--- src/rtl/spi_deserializer_if.sv ---
// Bundle for the SPI receive lines and the consumer-side word handshake.
// The master modport belongs to whoever drives SPI and acknowledges words.
interface spi_deserializer_if #(
   parameter int DATA_SIZE = 32
);
   logic                 i_CS;
   logic                 i_SCLK;
   logic                 i_MOSI;
   logic                 i_Data_Ack;
   logic [DATA_SIZE-1:0] o_Data;
   logic                 o_Data_Valid;
   logic                 o_Frame_Error;
   logic                 o_Overrun;
   logic                 o_Busy;

   modport master (
      output i_CS, i_SCLK, i_MOSI, i_Data_Ack,
      input  o_Data, o_Data_Valid, o_Frame_Error, o_Overrun, o_Busy
   );

   modport slave (
      input  i_CS, i_SCLK, i_MOSI, i_Data_Ack,
      output o_Data, o_Data_Valid, o_Frame_Error, o_Overrun, o_Busy
   );
endinterface

--- src/rtl/spi_deserializer.sv ---
// Oversampling mode-0, LSB-first SPI receiver: rebuilds DATA_SIZE-bit frames
// and hands them out through a valid/ack holding register.
module spi_deserializer #(
   parameter int DATA_SIZE = 32
) (
   input  logic              i_Clock,
   input  logic              i_Reset_n,
   spi_deserializer_if.slave bus
);

   localparam int CntW = $clog2(DATA_SIZE) + 1;
   localparam logic [CntW-1:0] LastBit   = CntW'(DATA_SIZE - 1);
   localparam logic [CntW-1:0] FullCount = CntW'(DATA_SIZE);
   localparam logic [CntW-1:0] OverCount = CntW'(DATA_SIZE + 1);

   typedef enum logic [1:0] {
      IDLE,
      RECV,
      WAIT_END
   } state_t;

   // Pipe bit 0 is the metastability flop, bit 1 the synchronised value, bit 2 history
   logic [2:0] csPipe_q;
   logic [2:0] sclkPipe_q;
   logic [2:0] mosiPipe_q;
   logic [2:0] chainFill_q;
   logic       csRise_q;
   logic       csFall_q;
   logic       sclkRise_q;

   state_t               state_q, state_d;
   logic [CntW-1:0]      count_q, count_d;
   logic [DATA_SIZE-1:0] shift_q, shift_d;
   logic                 deliverReq_q, deliver_d;
   logic                 frameErr_q, frameErr_d;
   logic [DATA_SIZE-1:0] data_q, data_d;
   logic                 valid_q, valid_d;
   logic                 overrun_q, overrun_d;
   logic                 busy_q;

   // Reset-valued CS history must not look like a falling edge, hence chainFill_q
   always_ff @(posedge i_Clock) begin
      if (!i_Reset_n) begin
         csPipe_q    <= '1;
         sclkPipe_q  <= '0;
         mosiPipe_q  <= '0;
         chainFill_q <= '0;
         csRise_q    <= 1'b0;
         csFall_q    <= 1'b0;
         sclkRise_q  <= 1'b0;
      end else begin
         csPipe_q    <= {csPipe_q[1:0], bus.i_CS};
         sclkPipe_q  <= {sclkPipe_q[1:0], bus.i_SCLK};
         mosiPipe_q  <= {mosiPipe_q[1:0], bus.i_MOSI};
         chainFill_q <= {chainFill_q[1:0], 1'b1};
         csRise_q    <= csPipe_q[1] & ~csPipe_q[2];
         csFall_q    <= ~csPipe_q[1] & csPipe_q[2] & chainFill_q[2];
         sclkRise_q  <= sclkPipe_q[1] & ~sclkPipe_q[2];
      end
   end

   always_comb begin
      state_d    = state_q;
      count_d    = count_q;
      shift_d    = shift_q;
      deliver_d  = 1'b0;
      frameErr_d = 1'b0;
      case (state_q)
         IDLE: begin
            if (csFall_q) begin
               count_d = '0;
               shift_d = '0;
               state_d = RECV;
            end
         end
         RECV: begin
            if (csRise_q) begin
               frameErr_d = 1'b1;
               state_d    = IDLE;
            end else if (sclkRise_q) begin
               shift_d = {mosiPipe_q[2], shift_q[DATA_SIZE-1:1]};
               count_d = count_q + CntW'(1);
               if (count_q == LastBit) begin
                  state_d = WAIT_END;
               end
            end
         end
         WAIT_END: begin
            if (csRise_q) begin
               if (count_q == FullCount) begin
                  deliver_d = 1'b1;
               end else begin
                  frameErr_d = 1'b1;
               end
               state_d = IDLE;
            end else if (sclkRise_q) begin
               count_d = OverCount;
            end
         end
         default: begin
            state_d = IDLE;
         end
      endcase
   end

   // A deliver always wins over a same-cycle ack; the ack then only prevents overrun
   always_comb begin
      data_d    = data_q;
      valid_d   = valid_q;
      overrun_d = 1'b0;
      if (deliverReq_q) begin
         data_d    = shift_q;
         valid_d   = 1'b1;
         overrun_d = valid_q & ~bus.i_Data_Ack;
      end else if (bus.i_Data_Ack) begin
         valid_d = 1'b0;
      end
   end

   always_ff @(posedge i_Clock) begin
      if (!i_Reset_n) begin
         state_q      <= IDLE;
         count_q      <= '0;
         shift_q      <= '0;
         deliverReq_q <= 1'b0;
         frameErr_q   <= 1'b0;
         data_q       <= '0;
         valid_q      <= 1'b0;
         overrun_q    <= 1'b0;
         busy_q       <= 1'b0;
      end else begin
         state_q      <= state_d;
         count_q      <= count_d;
         shift_q      <= shift_d;
         deliverReq_q <= deliver_d;
         frameErr_q   <= frameErr_d;
         data_q       <= data_d;
         valid_q      <= valid_d;
         overrun_q    <= overrun_d;
         busy_q       <= (state_d != IDLE);
      end
   end

   assign bus.o_Data        = data_q;
   assign bus.o_Data_Valid  = valid_q;
   assign bus.o_Frame_Error = frameErr_q;
   assign bus.o_Overrun     = overrun_q;
   assign bus.o_Busy        = busy_q;

endmodule

--- src/flat_wrapper.sv ---
// flat-port wrapper written by rule: the top's interface ports become plain ports
module spi_deserializer_flat 
#(
   parameter int DATA_SIZE = 32
)
  (i_Clock, i_Reset_n, bus_i_CS, bus_i_SCLK, bus_i_MOSI, bus_i_Data_Ack, bus_o_Data, bus_o_Data_Valid, bus_o_Frame_Error, bus_o_Overrun, bus_o_Busy);
  spi_deserializer_if #(.DATA_SIZE(DATA_SIZE)) bus_i ();
  input  logic i_Clock;
  input  logic i_Reset_n;
  input wire logic [$bits(bus_i.i_CS)-1:0] bus_i_CS;
  input wire logic [$bits(bus_i.i_SCLK)-1:0] bus_i_SCLK;
  input wire logic [$bits(bus_i.i_MOSI)-1:0] bus_i_MOSI;
  input wire logic [$bits(bus_i.i_Data_Ack)-1:0] bus_i_Data_Ack;
  output wire logic [$bits(bus_i.o_Data)-1:0] bus_o_Data;
  output wire logic [$bits(bus_i.o_Data_Valid)-1:0] bus_o_Data_Valid;
  output wire logic [$bits(bus_i.o_Frame_Error)-1:0] bus_o_Frame_Error;
  output wire logic [$bits(bus_i.o_Overrun)-1:0] bus_o_Overrun;
  output wire logic [$bits(bus_i.o_Busy)-1:0] bus_o_Busy;
  assign bus_i.i_CS = bus_i_CS;
  assign bus_i.i_SCLK = bus_i_SCLK;
  assign bus_i.i_MOSI = bus_i_MOSI;
  assign bus_i.i_Data_Ack = bus_i_Data_Ack;
  assign bus_o_Data = bus_i.o_Data;
  assign bus_o_Data_Valid = bus_i.o_Data_Valid;
  assign bus_o_Frame_Error = bus_i.o_Frame_Error;
  assign bus_o_Overrun = bus_i.o_Overrun;
  assign bus_o_Busy = bus_i.o_Busy;
  spi_deserializer #(.DATA_SIZE(DATA_SIZE)) u_core (.i_Clock(i_Clock), .i_Reset_n(i_Reset_n), .bus(bus_i));
endmodule
--- config.mk ---
export PLATFORM = sky130hd
export DESIGN_NAME = spi_deserializer_flat
export DESIGN_NICKNAME = d
export VERILOG_FILES = /design/src/rtl/spi_deserializer_if.sv /design/src/rtl/spi_deserializer.sv /design/src/flat_wrapper.sv
export SDC_FILE = /design/constraint.sdc
export NUM_CORES = 1
export LEC_CHECK = 0
export ABC_AREA = 1
export CORE_UTILIZATION = 57
export CTS_BUF_LIST = sky130_fd_sc_hd__clkbuf_8
export DETAILED_ROUTE_END_ITERATION = 7
export PLACE_DENSITY_LB_ADDON = 0.3
export SETUP_SLACK_MARGIN = 0.15
export SYNTH_ARGS = -nofsm -noshare
export SYNTH_HDL_FRONTEND = slang
export SYNTH_SLANG_ARGS = --single-unit
export TNS_END_PERCENT = 5
--- constraint.sdc ---
create_clock -name i_Clock -period 1.85 [get_ports i_Clock]
set_clock_uncertainty 0.15 [all_clocks]
set_input_delay 0.2775 -clock i_Clock [delete_from_list [all_inputs] [get_ports i_Clock]]
set_output_delay 0.2775 -clock i_Clock [all_outputs]
set_load 0.01 [all_outputs]
==> impl_summary.txt, run 1 <==
----------------------------------------------------
[Layout]
  Filler Cells Inserted ... 328
  Fraction of final layout cells sized beyond drive strength 1 ... 20.2%
  Final core utilization ... 80.8%
  Area growth from synthesis to layout ... 33.2%
  Antenna cell count ... 0
  Nets ... 506
  Number of non-filler instances in the completed layout ... 571

[Power and ir drop]
  Power Internal ... 0.00282 W
  Total leakage power ... 1.93 nW
  Sw Ratio ... 22.1%
  Comb pwr share ... 2.4%
  Switching component of the power ... 0.000798 W
  Power density over cell area ... 789 nW/um2
  Sequential Power Share ... 55.2%
  Clk pwr share ... 42.4%
  Peak VDD IR ... 0.616 mV

[Synth]
  Top post-synthesis cells by area ... dfxtp_1, nand2_1, nor2_1
  Syn. warnings ... 0
  Fraction of synthesized area in multiplexers ... 0%
  Number of flops mapped to enable cells by yosys ... 0
  Syn Inst Count ... 435
  Post-synthesis net count ... 447
  Number of different library cells in the post-synthesis netlist ... 25
  Most used standard cell by instance count after synthesis ... nand2_1
  Cell accounting for the most synthesized area ... dfxtp_1
  Arithmetic-cell share of the synthesized area counting full adders, half adders and majority gates ... 2.18%
  Combinational family with the most area after synthesis ... simple AND/OR/NAND/NOR gates
  Top cells by count, synth ... nand2_1, dfxtp_1, nor2_1, o21ai_0
  Main flop type after synthesis ... dfxtp_1
  Share of the synthesized area in the top cell type ... 53.5%
  Share of the synthesized netlist area taken by xor and xnor gates ... 0.255%
  FF+latch count, synth ... 92
  Post-synthesis sequential area ratio ... 53.5%
  Synthesized-area fraction occupied by and/or/nand/nor cells ... 24.4%
  Syn_area_per_cell ... 7.91 um2
  Share of the synthesized area in compound gates (AO/OA/AOI/OAI) ... 12.1%
  Fraction of registers with async set/reset ... 0%
  Synth Cell Area ... 3440 um2

[Worst setup path]
  Worst Setup Start Kind ... flip-flop
  Category of the most critical setup path ... reg2reg
  Worst-path cell with the longest stage delay ... dfxtp_4
  Maximum cell stage delay along the critical path ... 0.38 ns
  Element type at the critical path end ... flip-flop
  Series of cell instances along the critical path ... clkinvlp_4, ha_4, nand2_8, nand4_1, inv_2, clkbuf_16, nand2_1, a21oi_1
  Maximum fanout count along the critical path ... 8
  Worst Path Arrival ... 1.94 ns
  Required time worst endpoint ... 1.99 ns

[Detailed routing]
  Residual DRC count ... 0
  Drt initial violations ... 388
  Total via count after detailed routing ... 3,177
  Residual antenna-violating net count after detailed routing ... 0
  Wire per inst ... 16.4 um
  Number of detailed-routing iterations run before antenna repair ... 5
  Vias per std cell ... 5.56
  Routed Wire Length ... 9.39 mm

[Status]
  Outcome ... finished, final reports clean

[Global route]
  Largest net degree at the start of global routing ... 45
  Vias in the first global route ... 2,678
  Remaining global-route overflow ... 0
  Number of antenna violations at the first check in global routing ... 0
  First-pass GRT wire length ... 12.1 mm
  All-layer global routing usage ... 25.0%

[Die]
  Total number of placement rows ... 27
  DIE WIDTH ... 79.7 um
  Die area ... 6350 um2
  Vert. Die Dim ... 79.7 um
  Floorplan Core Area ... 5680 um2
  Initial cell density of the core ... 60.6%
  Number of top-level design ports ... 42

[STA]
  Headroom to the max-slew limit ... 72.7%
  Final Max Tran Viols ... 0
  Final worst slack ... 0.0533 ns
  Final Hold Violating Endpoints ... 0
  Shortest period the worst path allows ... 1.80 ns
  Period utilization ... 97.1%
  Hold Worst Slack ... 0.267 ns
  Setup repair after global routing missed its margin ... yes
  # setup viols final ... 0
  Total Negative Setup Slacks ... 0 ns
  Worst Max-Slew Pin Slew ... 0.410 ns
  Highest clock rate ... 557 MHz

[Worst hold path]
  Hold Crit Class ... reg2reg

[Clock network]
  Clock-pin transition on the worst setup and hold timing paths ... 0.10 ns
  Root Driver ... clkbuf_8
  Maximum root-to-sink buffer count ... 2
  Clock latency reported for the late side of the worst-skew pair ... 0.36 ns
  Total clock buffers created by CTS ... 9
  CTS tree ... yes
  Number of sinks handled by clock tree synthesis ... 92
  H-Tree Level Count ... 3

[Job]
  MaxCap Viol Count ... 0

[Placed design]
  Post-Place Setup Slack ... -0.105 ns
  Detailed placer's ending HPWL ... 4.50 mm
  Port buffer count ... 41
  Routability cong. ... 0.851
  Placed cell count ... 536

----------------------------------------------------
-- cells in the final DEF, fill, tap and decap left out, types with 4 or more instances in the layout --
cell type	n
nand3_1	14
a21oi_2	19
clkdlybuf4s50_1	41
buf_4	17
o21ai_0	35
a21oi_1	16
dfxtp_1	91
nand2_2	20
clkbuf_8	10
nand2_1	80
nor2_1	81
buf_12	5
inv_1	28
nand2_4	4
-- worst max-delay path: cells and delay by family, from the launching register on --
| kind | cells | cell delay [ns] |
|---|---|---|
| buffers and inverters | 3 | 0.54 |
| flip-flops | 1 | 0.38 |
| AND/OR/NAND/NOR | 3 | 0.26 |
| AO/OA/AOI/OAI | 1 | 0.15 |
| adder cells (fa/ha/maj) | 1 | 0.23 |
-- power by group through the flow --
| stage | Sequential (W) | Combinational, W | Clock, W |
|---|---|---|---|
| final | 0.00200 | 0.0000883 | 0.00153 |
| after global routing | 0.00200 | 0.0000940 | 0.00161 |
| after CTS | 0.00200 | 0.0000735 | 0.00151 |
| after detailed placement | 0.00204 | 0.0000703 | 0 |
| after global placement | 0.00204 | 0.0000687 | 0 |
| after floorplan | 0.00204 | 0.0000449 | 0 |
-- layer usage --
metal	global-route usage, %	part of all wire, %	vias to the layer above
li1	-	-	1494
met1	31.3	41	1492
met2	40.6	50	158
met3	4.46	6.7	33
met4	13.8	2.3	0
met5	0	0	-
-- layout make-up --
cell class	count	area, um2	area share (%)
Clock buffer	10	138	3.00
Clock inverter	6	88.8	1.94
Inverter	32	126	2.76
Multi-Input combinational cell	291	1560	34.0
Sequential cell	92	1850	40.3
Tap cell	72	90.1	1.97
Timing Repair Buffer	68	736	16.0
-- metrics by stage --
stage	area, um2	total power (W)
after floorplan	3440	0.00209
after global placement	3900	0.00211
after detailed placement	3900	0.00211
after CTS	4200	0.00358
after global routing	4580	0.00371
final	4580	0.00362
-- path summary, 6_finish.rpt --
path / cells past startpoint / startpoint / endpoint / slack (ns)
min reg2reg: 1 / u_core.sclkPipe_q[2] / u_core.sclkRise_q / 0.27
max: 8 / u_core.state_q[0] / u_core.shift_q[30] / 0.05
max reg2reg: 8 / u_core.state_q[0] / u_core.shift_q[30] / 0.05
min: 1 / u_core.sclkPipe_q[2] / u_core.sclkRise_q / 0.27
-- kinds of logic after synthesis --
group / after synthesis
flops: 92
compound gates: 73
xor+xnor: 1
buf+inv: 54
fa+ha+maj: 6
simple gates: 209
-- flip-flops by register name (all words and copies together) (netlist names), 2 cells and up --
signal and count:
u_core.chainFill_q 3, u_core.mosiPipe_q 3, u_core.state_q 2, u_core.sclkPipe_q 3, u_core.csPipe_q 3, u_core.bus.o_Data 32, u_core.shift_q 32, u_core.count_q 6
-- repair_timing --
action / in CTS / in global routing
hold buffers: 0 / 0
setup buffers: 0 / 14
setup endpoints to repair: 38 / 53
cloned: 1 / 4
pin swaps: 1 / 31
resized for setup: 11 / 42
No activity file was read; power rests on OpenSTA's default activity.
==> inputs of run 2 (changes only) <==
- CAP_MARGIN: unset -> 10
- MAX_ROUTING_LAYER: unset -> met4
- clock period: 1.85 -> 1.7 ns (I/O delays scaled with it)
==> run 2 against run 1 <==
Effect of this change: setup slack got worse by 0.0048 ns; sequential cell count did not move; wire length fell by 20%; hold slack got worse by 0.0091 ns; final cell count fell by 2.6%; non-clock buffer count fell by 12; combinational power fell by 2%; first-iteration DRC count fell by 47%; largest cell class unchanged; critical path type is now reg2out; register-to-register slack improved by 0.07 ns; sequential share of layout area rose by 3.0 points; critical endpoint is now bus_o_Data[22].
==> impl_summary.txt, run 2 (synthesis results as in run 1) <==
----------------------------------------------------
[Placed design]
  Detailed placer's ending HPWL ... 4.63 mm
  Port buffer count ... 41
  Post-Place Setup Slack ... -0.0290 ns
  Routability cong. ... 0.907

[Detailed routing]
  Wire per inst ... 13.6 um
  Drt initial violations ... 205
  Number of detailed-routing iterations run before antenna repair ... 6
  Residual DRC count ... 0
  Total via count after detailed routing ... 2,906
  Routed Wire Length ... 7.54 mm
  Residual antenna-violating net count after detailed routing ... 0
  Vias per std cell ... 5.23

[Worst setup path]
  Worst Setup Start Kind ... flip-flop
  Largest delay contributor family on the critical path ... buffers and inverters
  Worst Path Arrival ... 1.25 ns
  R2R cell count ... 10
  FF-to-FF setup slack ... 0.12 ns
  Worst-path cell with the longest stage delay ... clkdlybuf4s50_1
  Required time worst endpoint ... 1.29 ns
  Reg2reg start ... u_core.state_q[0]
  Depth of the critical timing path with buffers and inverters included ... 1
  End point of the critical path ... bus_o_Data[22]
  Maximum fanout count along the critical path ... 2
  Startpoint of the most critical setup path ... u_core.bus.o_Data[22]
  Element type at the critical path end ... output pin
  Category of the most critical setup path ... reg2out
  CP bufs+invs ... 1
  Maximum cell stage delay along the critical path ... 0.54 ns
  R2r endpoint ... u_core.bus.o_Busy
  Series of cell instances along the critical path ... clkdlybuf4s50_1

[Clock network]
  Number of hold-repair buffers added at the cts stage ... 0
  H-Tree Level Count ... 3
  Maximum root-to-sink buffer count ... 2
  Clock latency reported for the late side of the worst-skew pair ... 0.35 ns
  Total clock buffers created by CTS ... 9
  Root Driver ... clkbuf_8
  Clock-pin transition on the worst setup and hold timing paths ... 0.09 ns
  Number of sinks handled by clock tree synthesis ... 92
  CTS tree ... yes

[Worst hold path]
  Hold Crit Class ... reg2reg

[Global route]
  Vias in the first global route ... 2,729
  Remaining global-route overflow ... 0
  All-layer global routing usage ... 26.0%
  Largest net degree at the start of global routing ... 46
  Number of antenna violations at the first check in global routing ... 0
  First-pass GRT wire length ... 12.3 mm

[Layout]
  Commonest cells after routing, fill and taps aside ... nand2_1, dfxtp_1, nor2_1, clkdlybuf4s50_1, o21ai_0
  Final core utilization ... 75.4%
  Filler Cells Inserted ... 416
  Area growth from synthesis to layout ... 24.3%
  Leading cell type in the layout, fill and taps excluded ... nand2_1
  Area of the multi-input gates ... 1420 um2
  Fraction of final layout cells sized beyond drive strength 1 ... 13.4%
  Nets ... 492
  Antenna cell count ... 0
  Sequential cell area ... 1850 um2

[STA]
  Shortest period the worst path allows ... 1.65 ns
  Hold Worst Slack ... 0.258 ns
  # setup viols final ... 0
  Headroom to the max-slew limit ... 68.7%
  Total Negative Setup Slacks ... 0 ns
  Final worst slack ... 0.0484 ns
  Final Max Tran Viols ... 0
  Worst Max-Slew Pin Slew ... 0.469 ns
  Period utilization ... 97.2%
  Setup repair after global routing missed its margin ... yes
  Final Hold Violating Endpoints ... 0
  Highest clock rate ... 605 MHz

[Die]
  Number of top-level design ports ... 42
  Die area ... 6350 um2
  Total number of placement rows ... 27
  Vert. Die Dim ... 79.7 um
  Initial cell density of the core ... 60.6%
  DIE WIDTH ... 79.7 um
  Floorplan Core Area ... 5680 um2

[Power and ir drop]
  Power density over cell area ... 860 nW/um2
  Power after layout ... 0.00368 W
  Total leakage power ... 1.81 nW
  Peak VDD IR ... 0.541 mV

[Status]
  Outcome ... finished, final reports clean

[Job]
  MaxCap Viol Count ... 0

----------------------------------------------------
[run 2: cell types whose count changed in the layout (fill, tap and decap cells not counted), sizes merged]
| cell | before | now |
|---|---|---|
| clkbuf | 13 | 9 |
| o2111ai | 3 | 1 |
| clkdlybuf4s50 | 41 | 39 |
| dlygate4sd2 | 0 | 1 |
| dlymetal6s2s | 0 | 1 |
| bufinv | 2 | 1 |
| buf | 24 | 15 |
| clkinvlp | 2 | 3 |
[run 2: layer usage]
layer | vias to the layer above | track usage (%) | routed length, um
met3 | 18 | 5.26 | 311
met2 | 78 | 43.2 | 3770
li1 | 1464 | - | -
met1 | 1346 | 29.9 | 3320
met5 | - | - | 0
met4 | 0 | 12.5 | 142
[run 2: repair_timing]
| item | 4_1_cts | 5_1_grt |
|---|---|---|
| setup endpoints to repair | 77 | 76 |
| resized for setup | 10 | 21 |
| hold endpoints to repair | 0 | 0 |
| buffers inserted | 0 | 2 |
| pin swaps | 0 | 7 |
[run 2: stage by stage]
| step | instance area, um2 | std cells |
|---|---|---|
| CTS | 4190 | 554 |
| floorplan | 3440 | 435 |
| global route | 4280 | 556 |
| global placement | 3960 | 539 |
| detailed placement | 3960 | 539 |
| finish | 4280 | 556 |
[run 2: layout make-up]
class	instances	share of cell area (%)
Clock buffer	9	2.90
Clock inverter	6	1.55
Inverter	32	2.93
Multi-Input combinational cell	289	33.2
Sequential cell	92	43.2
Tap cell	72	2.11
Timing Repair Buffer	56	14.1
[run 2: how the worst min path moves through the flow]
stage	start	endpoint	cells after the start
after global routing	u_core.sclkPipe_q[2]	u_core.sclkRise_q	1
after floorplan	i_Reset_n	u_core.chainFill_q[0]	0
after CTS	u_core.sclkPipe_q[2]	u_core.sclkRise_q	1
after global placement	u_core.sclkPipe_q[2]	u_core.sclkRise_q	1
after detailed placement	u_core.sclkPipe_q[2]	u_core.sclkRise_q	1
final	u_core.sclkPipe_q[2]	u_core.sclkRise_q	1
[run 2: report_power, final]
part	total [W]	switching [W]	internal [W]
clock network	0.00142	0.000750	0.000671
registers	0.00217	0.00000587	0.00217
logic	0.0000867	0.0000531	0.0000336
==> inputs of run 3 (changes only) <==
- PLACE_DENSITY: unset -> 0.84
- PLACE_DENSITY_LB_ADDON: 0.3 -> unset
- REMOVE_ABC_BUFFERS: unset -> 1
==> run 3 against run 2 <==
Effect of this change: the run now ends with setup timing left; sequential share of layout area is 2.6 points lower; final area is 6.4% higher; clock power is 11% higher; combinational power is 16% higher; first-iteration DRC count is 7.3% higher; maximum frequency is 4.6% lower; hold slack worse by 0.0052 ns; sequential cell count stayed put; final cell count is 1.3% higher; power is 4.8% higher; critical path depth is 7 higher; sequential power hardly changed.
==> impl_summary.txt, run 3 (synthesis results as in run 1) <==
----------------------------------------------------
[Detailed routing]
  Vias per std cell ... 5.57
  Highest Signal Layer ... met4
  Total via count after detailed routing ... 3,134
  Wire per inst ... 15.4 um
  Residual DRC count ... 0
  Drt initial violations ... 220
  Residual antenna-violating net count after detailed routing ... 0
  Routed Wire Length ... 8.65 mm
  Routed length on met2 ... 4.40 mm
  Number of detailed-routing iterations run before antenna repair ... 5
  Met3 wire length ... 488 um
  Metal1 wirelength ... 3.48 mm

[Clock network]
  Number of hold-repair buffers added at the cts stage ... 0
  Number of sinks handled by clock tree synthesis ... 92
  Clock latency reported for the late side of the worst-skew pair ... 0.36 ns
  Total clock buffers created by CTS ... 9
  CTS tree ... yes
  Clock-pin transition on the worst setup and hold timing paths ... 0.08 ns
  Root Driver ... clkbuf_8
  Maximum root-to-sink buffer count ... 2
  H-Tree Level Count ... 3

[Layout]
  Fraction of final layout cells sized beyond drive strength 1 ... 21.8%
  Final core utilization ... 80.2%
  Antenna cell count ... 0
  Leading cell type in the layout, fill and taps excluded ... dfxtp_1
  Nets ... 498
  Commonest cells after routing, fill and taps aside ... dfxtp_1, nand2_1, nor2_1, dlymetal6s2s_1, o21ai_0
  Filler Cells Inserted ... 342
  Area growth from synthesis to layout ... 32.3%

[STA]
  Worst Max-Slew Pin Slew ... 0.430 ns
  Highest clock rate ... 578 MHz
  Headroom to the max-slew limit ... 71.3%
  Final Hold Violating Endpoints ... 0
  Setup repair after global routing missed its margin ... yes
  Shortest period the worst path allows ... 1.73 ns
  Final worst slack ... -0.0308 ns
  Hold Worst Slack ... 0.252 ns
  # setup viols final ... 1
  Final Max Tran Viols ... 0
  Period utilization ... 102%

[Global route]
  Vias in the first global route ... 2,890
  First-pass GRT wire length ... 13.1 mm
  All-layer global routing usage ... 27.7%
  Remaining global-route overflow ... 0
  Largest net degree at the start of global routing ... 34
  Number of antenna violations at the first check in global routing ... 0

[Placed design]
  Routability cong. ... 0.905
  Detailed placer's ending HPWL ... 4.44 mm
  Port buffer count ... 41

[Power and ir drop]
  Power density over cell area ... 847 nW/um2
  Peak VDD IR ... 0.678 mV
  Total leakage power ... 2.51 nW

[Die]
  Initial cell density of the core ... 60.6%
  DIE WIDTH ... 79.7 um
  Vert. Die Dim ... 79.7 um
  Die area ... 6350 um2
  Total number of placement rows ... 27
  Floorplan Core Area ... 5680 um2
  Number of top-level design ports ... 42

[Worst setup path]
  R2r endpoint ... u_core.shift_q[10]
  Largest delay contributor family on the critical path ... simple AND/OR/NAND/NOR gates
  Series of cell instances along the critical path ... inv_2, ha_4, nand2_2, nand4_1, inv_2, buf_12, nand2_1, a21oi_2
  Worst Setup Start Kind ... flip-flop
  R2R cell count ... 8
  Element type at the critical path end ... flip-flop
  Required time worst endpoint ... 1.83 ns
  Startpoint of the most critical setup path ... u_core.state_q[0]
  Worst-path cell with the longest stage delay ... dfxtp_2
  Depth of the critical timing path with buffers and inverters included ... 8
  FF-to-FF setup slack ... -0.03 ns
  Reg2reg start ... u_core.state_q[0]
  Critical Path Most Common Cell ... inv_2
  Worst Path Arrival ... 1.86 ns
  Maximum fanout count along the critical path ... 32
  Category of the most critical setup path ... reg2reg
  Maximum cell stage delay along the critical path ... 0.34 ns
  CP bufs+invs ... 3

[Worst hold path]
  Hold path startpoint ... u_core.sclkPipe_q[2]
  Worst hold stages ... 1
  Worst Hold Endpoint ... u_core.sclkRise_q
  Hold Crit Class ... reg2reg

[Status]
  Violations in the final reports ... setup timing
  Outcome ... complete, but fails checks

[Job]
  MaxCap Viol Count ... 0

----------------------------------------------------
## run 3: changes by cell type in the layout (fill, tap and decap cells not counted), moves of 2 or more
| cell | change |
|---|---|
| a21oi_1 | -20 |
| a21oi_2 | +20 |
| buf_12 | -4 |
| buf_16 | +2 |
| buf_4 | +5 |
| buf_6 | +3 |
| clkdlybuf4s50_1 | -34 |
| clkinvlp_4 | -2 |
| dfxtp_2 | +2 |
| dlymetal6s2s_1 | +34 |
| nand2_1 | -12 |
| nand2_2 | +9 |
| nand2_4 | +3 |
## run 3: layout make-up
class	count	area (um2)	share of cell area, %
repair buffers	62	734	16.1
clock buffers	9	124	2.72
inverters	32	125	2.75
flip-flops and latches	92	1850	40.6
multi-input cells	289	1540	33.9
well taps	72	90.1	1.98
clock inverters	7	90.1	1.98
## run 3: per-layer routing
metal | up-vias | track usage (%)
li1 | 1471 | -
met1 | 1495 | 31.3
met2 | 128 | 45.9
met3 | 40 | 7.43
met4 | 0 | 12.4
met5 | - | -
## run 3: what timing repair did
| action | CTS | global route |
|---|---|---|
| gates resized for setup | 25 | 81 |
| gates cloned | 2 | 0 |
| endpoints found under the setup margin | 75 | 76 |
| pin swaps | 4 | 19 |
| setup buffers | 4 | 0 |
## run 3: power breakdown
part           switching [W]  total [W]  internal (W)
combinational      0.0000625   0.000101     0.0000387
clock               0.000759    0.00158      0.000823
sequential        0.00000579    0.00217       0.00217
## run 3: worst max path at each step
stage / to / slack, ns
6_report: u_core.shift_q[10] / -0.03
5_1_grt: u_core.shift_q[10] / -0.09
4_1_cts: bus_o_Data[25] / 0.03
3_5_place_dp: u_core.count_q[4] / 0.01
3_3_place_gp: u_core.shift_q[16] / 0.07
2_1_floorplan: u_core.shift_q[12] / -0.03
## run 3: stage by stage
stage	cells	area [um2]	total power [W]	setup TNS [ns]	setup WS, ns
floorplan	413	3300	0.00225	-0.195	-0.0288
global placement	541	3940	0.00230	0	0.0672
detailed placement	541	3940	0.00230	0	0.0102
CTS	563	4320	0.00385	0	0.0343
global route	563	4550	0.00397	-0.145	-0.0927
finish	563	4550	0.00386	-0.0308	-0.0308
